<file path="config.mk">
export PLATFORM = sky130hd
export DESIGN_NAME = seg7_scan_driver
export DESIGN_NICKNAME = d
export VERILOG_FILES = /design/src/rtl/seg7_pkg.sv /design/src/rtl/seg7_hex_decode.sv /design/src/rtl/seg7_scan_driver.sv
export SDC_FILE = /design/constraint.sdc
export NUM_CORES = 1
export LEC_CHECK = 0
export CORE_UTILIZATION = 61
export CTS_CLUSTER_SIZE = 24
export DETAILED_ROUTE_END_ITERATION = 8
export GPL_TIMING_DRIVEN = 0
export PLACE_DENSITY = 0.84
export SLEW_MARGIN = 0
export SYNTH_ARGS = -nofsm -noshare
export SYNTH_HDL_FRONTEND = slang
export SYNTH_HIERARCHICAL = 1
export SYNTH_SLANG_ARGS = --single-unit
</file>
<file path="constraint.sdc">
create_clock -name system1000 -period 5.3 [get_ports system1000]
set_input_delay 1.06 -clock system1000 [delete_from_list [all_inputs] [get_ports system1000]]
set_output_delay 1.06 -clock system1000 [all_outputs]
set_load 0.005 [all_outputs]
</file>
<file path="src/rtl/seg7_pkg.sv">
// rtl/seg7_pkg.sv - shared constants for the seven-segment scan driver
package seg7_pkg;

    localparam logic [7:0] SEG_OFF    = 8'hFF;
    localparam int         MAX_DIGITS = 8;

    // Active-low gfedcba patterns, entry 0 in the low slice.
    localparam logic [15:0][6:0] HEX_SEG = {
        7'b0001110, 7'b0000110, 7'b0100001, 7'b1000110,
        7'b0000011, 7'b0001000, 7'b0010000, 7'b0000000,
        7'b1111000, 7'b0000010, 7'b0010010, 7'b0011001,
        7'b0110000, 7'b0100100, 7'b1111001, 7'b1000000
    };

endpackage

</file>
<file path="src/rtl/seg7_hex_decode.sv">
// rtl/seg7_hex_decode.sv - nibble to active-low gfedcba segment decode
module seg7_hex_decode
    import seg7_pkg::*;
(
    input  logic [3:0] nibble,
    output logic [6:0] seg_n
);

    assign seg_n = HEX_SEG[nibble];

endmodule

</file>
<file path="src/rtl/seg7_scan_driver.sv">
// rtl/seg7_scan_driver.sv - double-buffered multiplexed seven-segment scanner
// Optional leading-zero blanking enabled by defining SEG7_LZB_EN.
module seg7_scan_driver
    import seg7_pkg::*;
#(
    parameter int DIGITS      = 4,
    parameter int REFRESH_DIV = 50000,
    parameter int GUARD       = 2
) (
    input  logic                  system1000,
    input  logic                  system1000_rstn,
    input  logic [4*DIGITS-1:0]   value,
    input  logic [DIGITS-1:0]     dp,
    input  logic [DIGITS-1:0]     blank,
    input  logic                  load,
    output logic [7:0]            seg,
    output logic [DIGITS-1:0]     an,
    output logic                  frame
);

    localparam int CNT_W = (REFRESH_DIV > 1) ? $clog2(REFRESH_DIV) : 1;
    localparam int IDX_W = (DIGITS > 1) ? $clog2(DIGITS) : 1;
    localparam logic [CNT_W-1:0] CNT_LAST = CNT_W'(REFRESH_DIV - 1);
    localparam logic [IDX_W-1:0] IDX_LAST = IDX_W'(DIGITS - 1);

    logic [CNT_W-1:0]    cnt_q, cnt_d;
    logic [IDX_W-1:0]    idx_q, idx_d;
    logic [4*DIGITS-1:0] pend_value_q, pend_value_d, act_value_q, act_value_d;
    logic [DIGITS-1:0]   pend_dp_q, pend_dp_d, act_dp_q, act_dp_d;
    logic [DIGITS-1:0]   pend_blank_q, pend_blank_d, act_blank_q, act_blank_d;
    logic                pend_valid_q, pend_valid_d;
    logic [7:0]          seg_q, seg_d;
    logic [DIGITS-1:0]   an_q, an_d;
    logic                frame_q, frame_d;
    logic                frame_end;
    logic [DIGITS-1:0]   lzb_mask;
    logic [6:0]          hex_seg;
    logic                dark;

    always_comb begin
        frame_end    = (idx_q == IDX_LAST) && (cnt_q == CNT_LAST);
        cnt_d        = (cnt_q == CNT_LAST) ? '0 : cnt_q + CNT_W'(1);
        idx_d        = idx_q;
        if (cnt_q == CNT_LAST) begin
            idx_d = (idx_q == IDX_LAST) ? '0 : idx_q + IDX_W'(1);
        end
        pend_value_d = pend_value_q;
        pend_dp_d    = pend_dp_q;
        pend_blank_d = pend_blank_q;
        pend_valid_d = pend_valid_q;
        act_value_d  = act_value_q;
        act_dp_d     = act_dp_q;
        act_blank_d  = act_blank_q;
        // A load coinciding with frame end bypasses the pending slot entirely.
        if (frame_end) begin
            if (load) begin
                act_value_d = value;
                act_dp_d    = dp;
                act_blank_d = blank;
            end else if (pend_valid_q) begin
                act_value_d = pend_value_q;
                act_dp_d    = pend_dp_q;
                act_blank_d = pend_blank_q;
            end
            pend_valid_d = 1'b0;
        end else if (load) begin
            pend_value_d = value;
            pend_dp_d    = dp;
            pend_blank_d = blank;
            pend_valid_d = 1'b1;
        end
        frame_d = (idx_d == IDX_LAST) && (cnt_d == CNT_LAST);
    end

`ifdef SEG7_LZB_EN
    logic zero_run;
    always_comb begin
        lzb_mask = '0;
        zero_run = 1'b1;
        for (int i = DIGITS - 1; i > 0; i--) begin
            zero_run    = zero_run && (act_value_d[4*i +: 4] == 4'h0);
            lzb_mask[i] = zero_run;
        end
    end
`else
    assign lzb_mask = '0;
`endif

    seg7_hex_decode u_dec (
        .nibble (act_value_d[4*idx_d +: 4]),
        .seg_n  (hex_seg)
    );

    // Outputs are precomputed from next-state so the pins change with cnt/idx.
    always_comb begin
        dark  = act_blank_d[idx_d] | lzb_mask[idx_d] | (int'(cnt_d) < GUARD);
        an_d  = '1;
        seg_d = SEG_OFF;
        if (!dark) begin
            an_d  = ~(DIGITS'(1) << idx_d);
            seg_d = {~act_dp_d[idx_d], hex_seg};
        end
    end

    always_ff @(posedge system1000) begin
        if (!system1000_rstn) begin
            cnt_q        <= '0;
            idx_q        <= '0;
            pend_value_q <= '0;
            pend_dp_q    <= '0;
            pend_blank_q <= '0;
            pend_valid_q <= 1'b0;
            act_value_q  <= '0;
            act_dp_q     <= '0;
            act_blank_q  <= '0;
            seg_q        <= SEG_OFF;
            an_q         <= '1;
            frame_q      <= 1'b0;
        end else begin
            cnt_q        <= cnt_d;
            idx_q        <= idx_d;
            pend_value_q <= pend_value_d;
            pend_dp_q    <= pend_dp_d;
            pend_blank_q <= pend_blank_d;
            pend_valid_q <= pend_valid_d;
            act_value_q  <= act_value_d;
            act_dp_q     <= act_dp_d;
            act_blank_q  <= act_blank_d;
            seg_q        <= seg_d;
            an_q         <= an_d;
            frame_q      <= frame_d;
        end
    end

    assign seg   = seg_q;
    assign an    = an_q;
    assign frame = frame_q;

endmodule

</file>
==> run_results.csv <==
group,metric,value,unit
timing,hold_viol_final,0,
clocking,cts_resized,0,
timing,fmax,229.3,MHz
synthesis,synth_cells,524,
grt,grt_util_all_layers,0.3362,
timing,slew_violations,0,
synthesis,synth_edf_count,0,
synthesis,yosysMostFrequentCell,"dfxtp_1",
synthesis,avgSynthCellArea,8.128,sq um
floorplanning,dieHeight,85.56,microns
power,p_per_area,254.0,nW/um^2
drt,vias_per_cell,6.312,
placed_design,detailed_place.area,4740,sq um
synthesis,synthMuxAreaShare,0.01821,
final_layout,area_growth_syn_to_layout,16.42,%
timing,setup_viol,0,
floorplanning,core_area,6756,sq um
timing,fin_crit,4.360,ns
worst_setup_path,startpoint_type,"flip-flop",
final_layout,insertedDiodeCount,0,
grt,grt_pass1_vias,3942,
flow_run,cap_viol_max_count,0,
drt,wirelength,11910,microns
synthesis,async_flop_share,0,
clocking,clk_path_buf_depth,2,
placed_design,place_inst,642,
drt,drtIter0Drc,468,
floorplanning,die_area,7321,sq um
timing,tns,0,ns
status,status,"finished clean",
floorplanning,boundaryPins,40,
synthesis,synth_nets,561,
worst_setup_path,critPathArrivalTime,4.58,ns
timing,max-slew-margin-rel,0.3643,
synthesis,yosysUniqueCellTypes,67,
grt,grt-ovfl-total,0,
final_layout,fin_area,4959,sq um
power,ir_drop,180.9,uV
drt,ant_nets,0,
synthesis,synth_compound_area_frac,0.1992,
synthesis,yosys_warnings,6,
final_layout,fillers,502,
clocking,postCtsSetupBuffers,0,
timing,fin_skew,0.01342,ns
synthesis,synth_top_family_by_area,"simple AND/OR/NAND/NOR gates",
timing,tightestPinTransition,0.9535,ns
final_layout,layout-drive-gt1-share,0.08478,
grt,grt_pass1_wl,18960,microns
floorplanning,rows,30,
clocking,cts_root_buffer,"clkbuf_8",
clocking,htree_levels,3,
grt,grt_max_degree,15,
synthesis,ys_seq_area_frac,0.3760,
placed_design,portBuffers,38,
worst_hold_path,worst_hold_path_type,"reg2reg",
worst_setup_path,cp.required,5.52,ns
final_layout,nets,610,
synthesis,yosys.area.top_type_share,0.3760,
synthesis,syn_area,4259,sq um
drt,wl_per_cell,18.09,microns
synthesis,synth-xor-area-share,0.03085,
power,power,1260,uW
clocking,cts_tree,"yes",
synthesis,synth_top_area_cell,"dfxtp_1",
synthesis,synth_common_cells,"80 x dfxtp_1, 67 x nand2_1, 53 x nor2_1, 50 x a21oi_1, 22 x o21ai_0",
final_layout,fin_cells,658,
clocking,insertion_delay,0.36,ns
clocking,path_clk_slew,0.09,ns
grt,antenna_found_initial,0,
synthesis,synth_fa_ha_area_frac,0.02938,
synthesis,synth-seq-cells,80,
timing,finalCritPeriodShare,0.8227,
synthesis,synth_top_cells_by_area,"dfxtp_1 38%, nand2_1 5.9%, a21oi_1 5.9%",
power,p_leak,0.001829,uW
timing,whs,0.4583,ns
synthesis,synthSimpleGateAreaFrac,0.2864,
clocking,cts_inserted_buffers,9,
timing,rsz0062_at_grt,"false",
drt,via_count,4153,
worst_setup_path,cp_max_fo,10,
clocking,hold_buffers,0,
floorplanning,die_w,85.56,microns
worst_setup_path,worstSetupPathType,"reg2reg",
drt,drc_errors,0,
synthesis,synth_flop_cell,"dfxtp_1",
drt,drtPass1Iterations,5,
placed_design,place.gp.congestion,0.8862,
placed_design,dpl.hpwl,8404,microns
worst_setup_path,critPathCaptureType,"flip-flop",
floorplanning,initial_core_util,0.6304,
clocking,cts_num_sinks,80,
power by group:
group          internal (uW)  switching [uW]
Clock                    268             238
Combinational           54.2            67.6
Sequential               620            10.8
state kept, by name, summed over array words and instances, names as in the netlist:
| signal | flops |
|---|---|
| act_dp_q | 4 |
| an | 4 |
| frame | 1 |
| act_value_q | 16 |
| idx_q | 2 |
| pend_valid_q | 1 |
| act_blank_q | 4 |
| cnt_q | 16 |
| pend_dp_q | 4 |
| pend_value_q | 16 |
| seg | 8 |
| pend_blank_q | 4 |
through the flow:
stage                     worst slack [ns]  utilization
after detailed placement             1.003       0.7015
after global routing                0.7506       0.7339
after global placement               1.154       0.7015
final                               0.9397       0.7339
after CTS                            1.055       0.7339
after floorplan                      1.838            -
critical path, stage by stage (launching register included):
cell and delay, ns:
dfxtp_1 0.40, ha_1 0.29, and3_1 0.18, buf_4 0.14, and4b_2 0.30, buf_4 0.20, nand2_1 0.08, o22ai_1 0.74
a22oi_1 0.29, o221ai_1 0.34, inv_1 0.22, ha_1 0.34, inv_1 0.06, mux4_1 0.47, nand4b_1 0.19
logic make-up after synthesis:
kind of cell | after synthesis
adder cells (fa/ha/maj) | 10
buffers and inverters | 55
flip-flops | 80
AND/OR/NAND/NOR | 227
AO/OA/AOI/OAI | 131
multiplexers | 6
XOR/XNOR | 15
routing by layer:
layer / GRT usage / routed length [microns] / up-vias
met3: 0.05390 / 1060 / 28
met2: 0.5302 / 5468 / 223
li1: - / - / 1970
met1: 0.4506 / 5116 / 1932
met5: 0 / 0 / -
met4: 0.1652 / 260 / 0
layout by cell type, fill, tap and decap left out, drive strengths merged, types with 3 or more instances in the layout:
| master | n |
|---|---|
| clkdlybuf4s50 | 38 |
| and3 | 5 |
| and2 | 13 |
| nor4 | 4 |
| o21bai | 3 |
| nand4 | 8 |
| ha | 10 |
| o21ai | 23 |
| clkbuf | 29 |
| nand2 | 68 |
| inv | 14 |
| nand2b | 11 |
| dfxtp | 80 |
| clkinv | 4 |
| o221ai | 5 |
| xor2 | 7 |
| xnor2 | 8 |
| a22oi | 5 |
| a221oi | 8 |
| nand4b | 21 |
| nor2 | 54 |
| o22a | 3 |
| mux2i | 4 |
| o22ai | 17 |
| or4 | 3 |
| nand3 | 20 |
| nor3 | 4 |
| buf | 22 |
| a21oi | 50 |
final cells by class:
| cell class | instances | area, sq um | share of cell area |
|---|---|---|---|
| tap | 80 | 100.1 | 0.02019 |
| sequential | 80 | 1602 | 0.3230 |
| clock buffer | 10 | 127.6 | 0.02574 |
| clock inverter | 6 | 91.34 | 0.01842 |
| multi-input combinational | 389 | 2402 | 0.4845 |
| inverter | 14 | 52.55 | 0.01060 |
| timing repair buffer | 38 | 380.4 | 0.07671 |
| buffer | 41 | 202.7 | 0.04088 |
path summary, 6_finish.rpt:
check,from,end,slack (ns),depth (start not counted)
worst max register to register,cnt_q[0],seg[3],0.94,14
worst min register to register,pend_dp_q[0],pend_dp_q[0],0.46,2
worst min-delay path,pend_dp_q[0],pend_dp_q[0],0.46,2
worst max-delay path,cnt_q[0],seg[3],0.94,14
No activity file was read; power rests on OpenSTA's default activity.
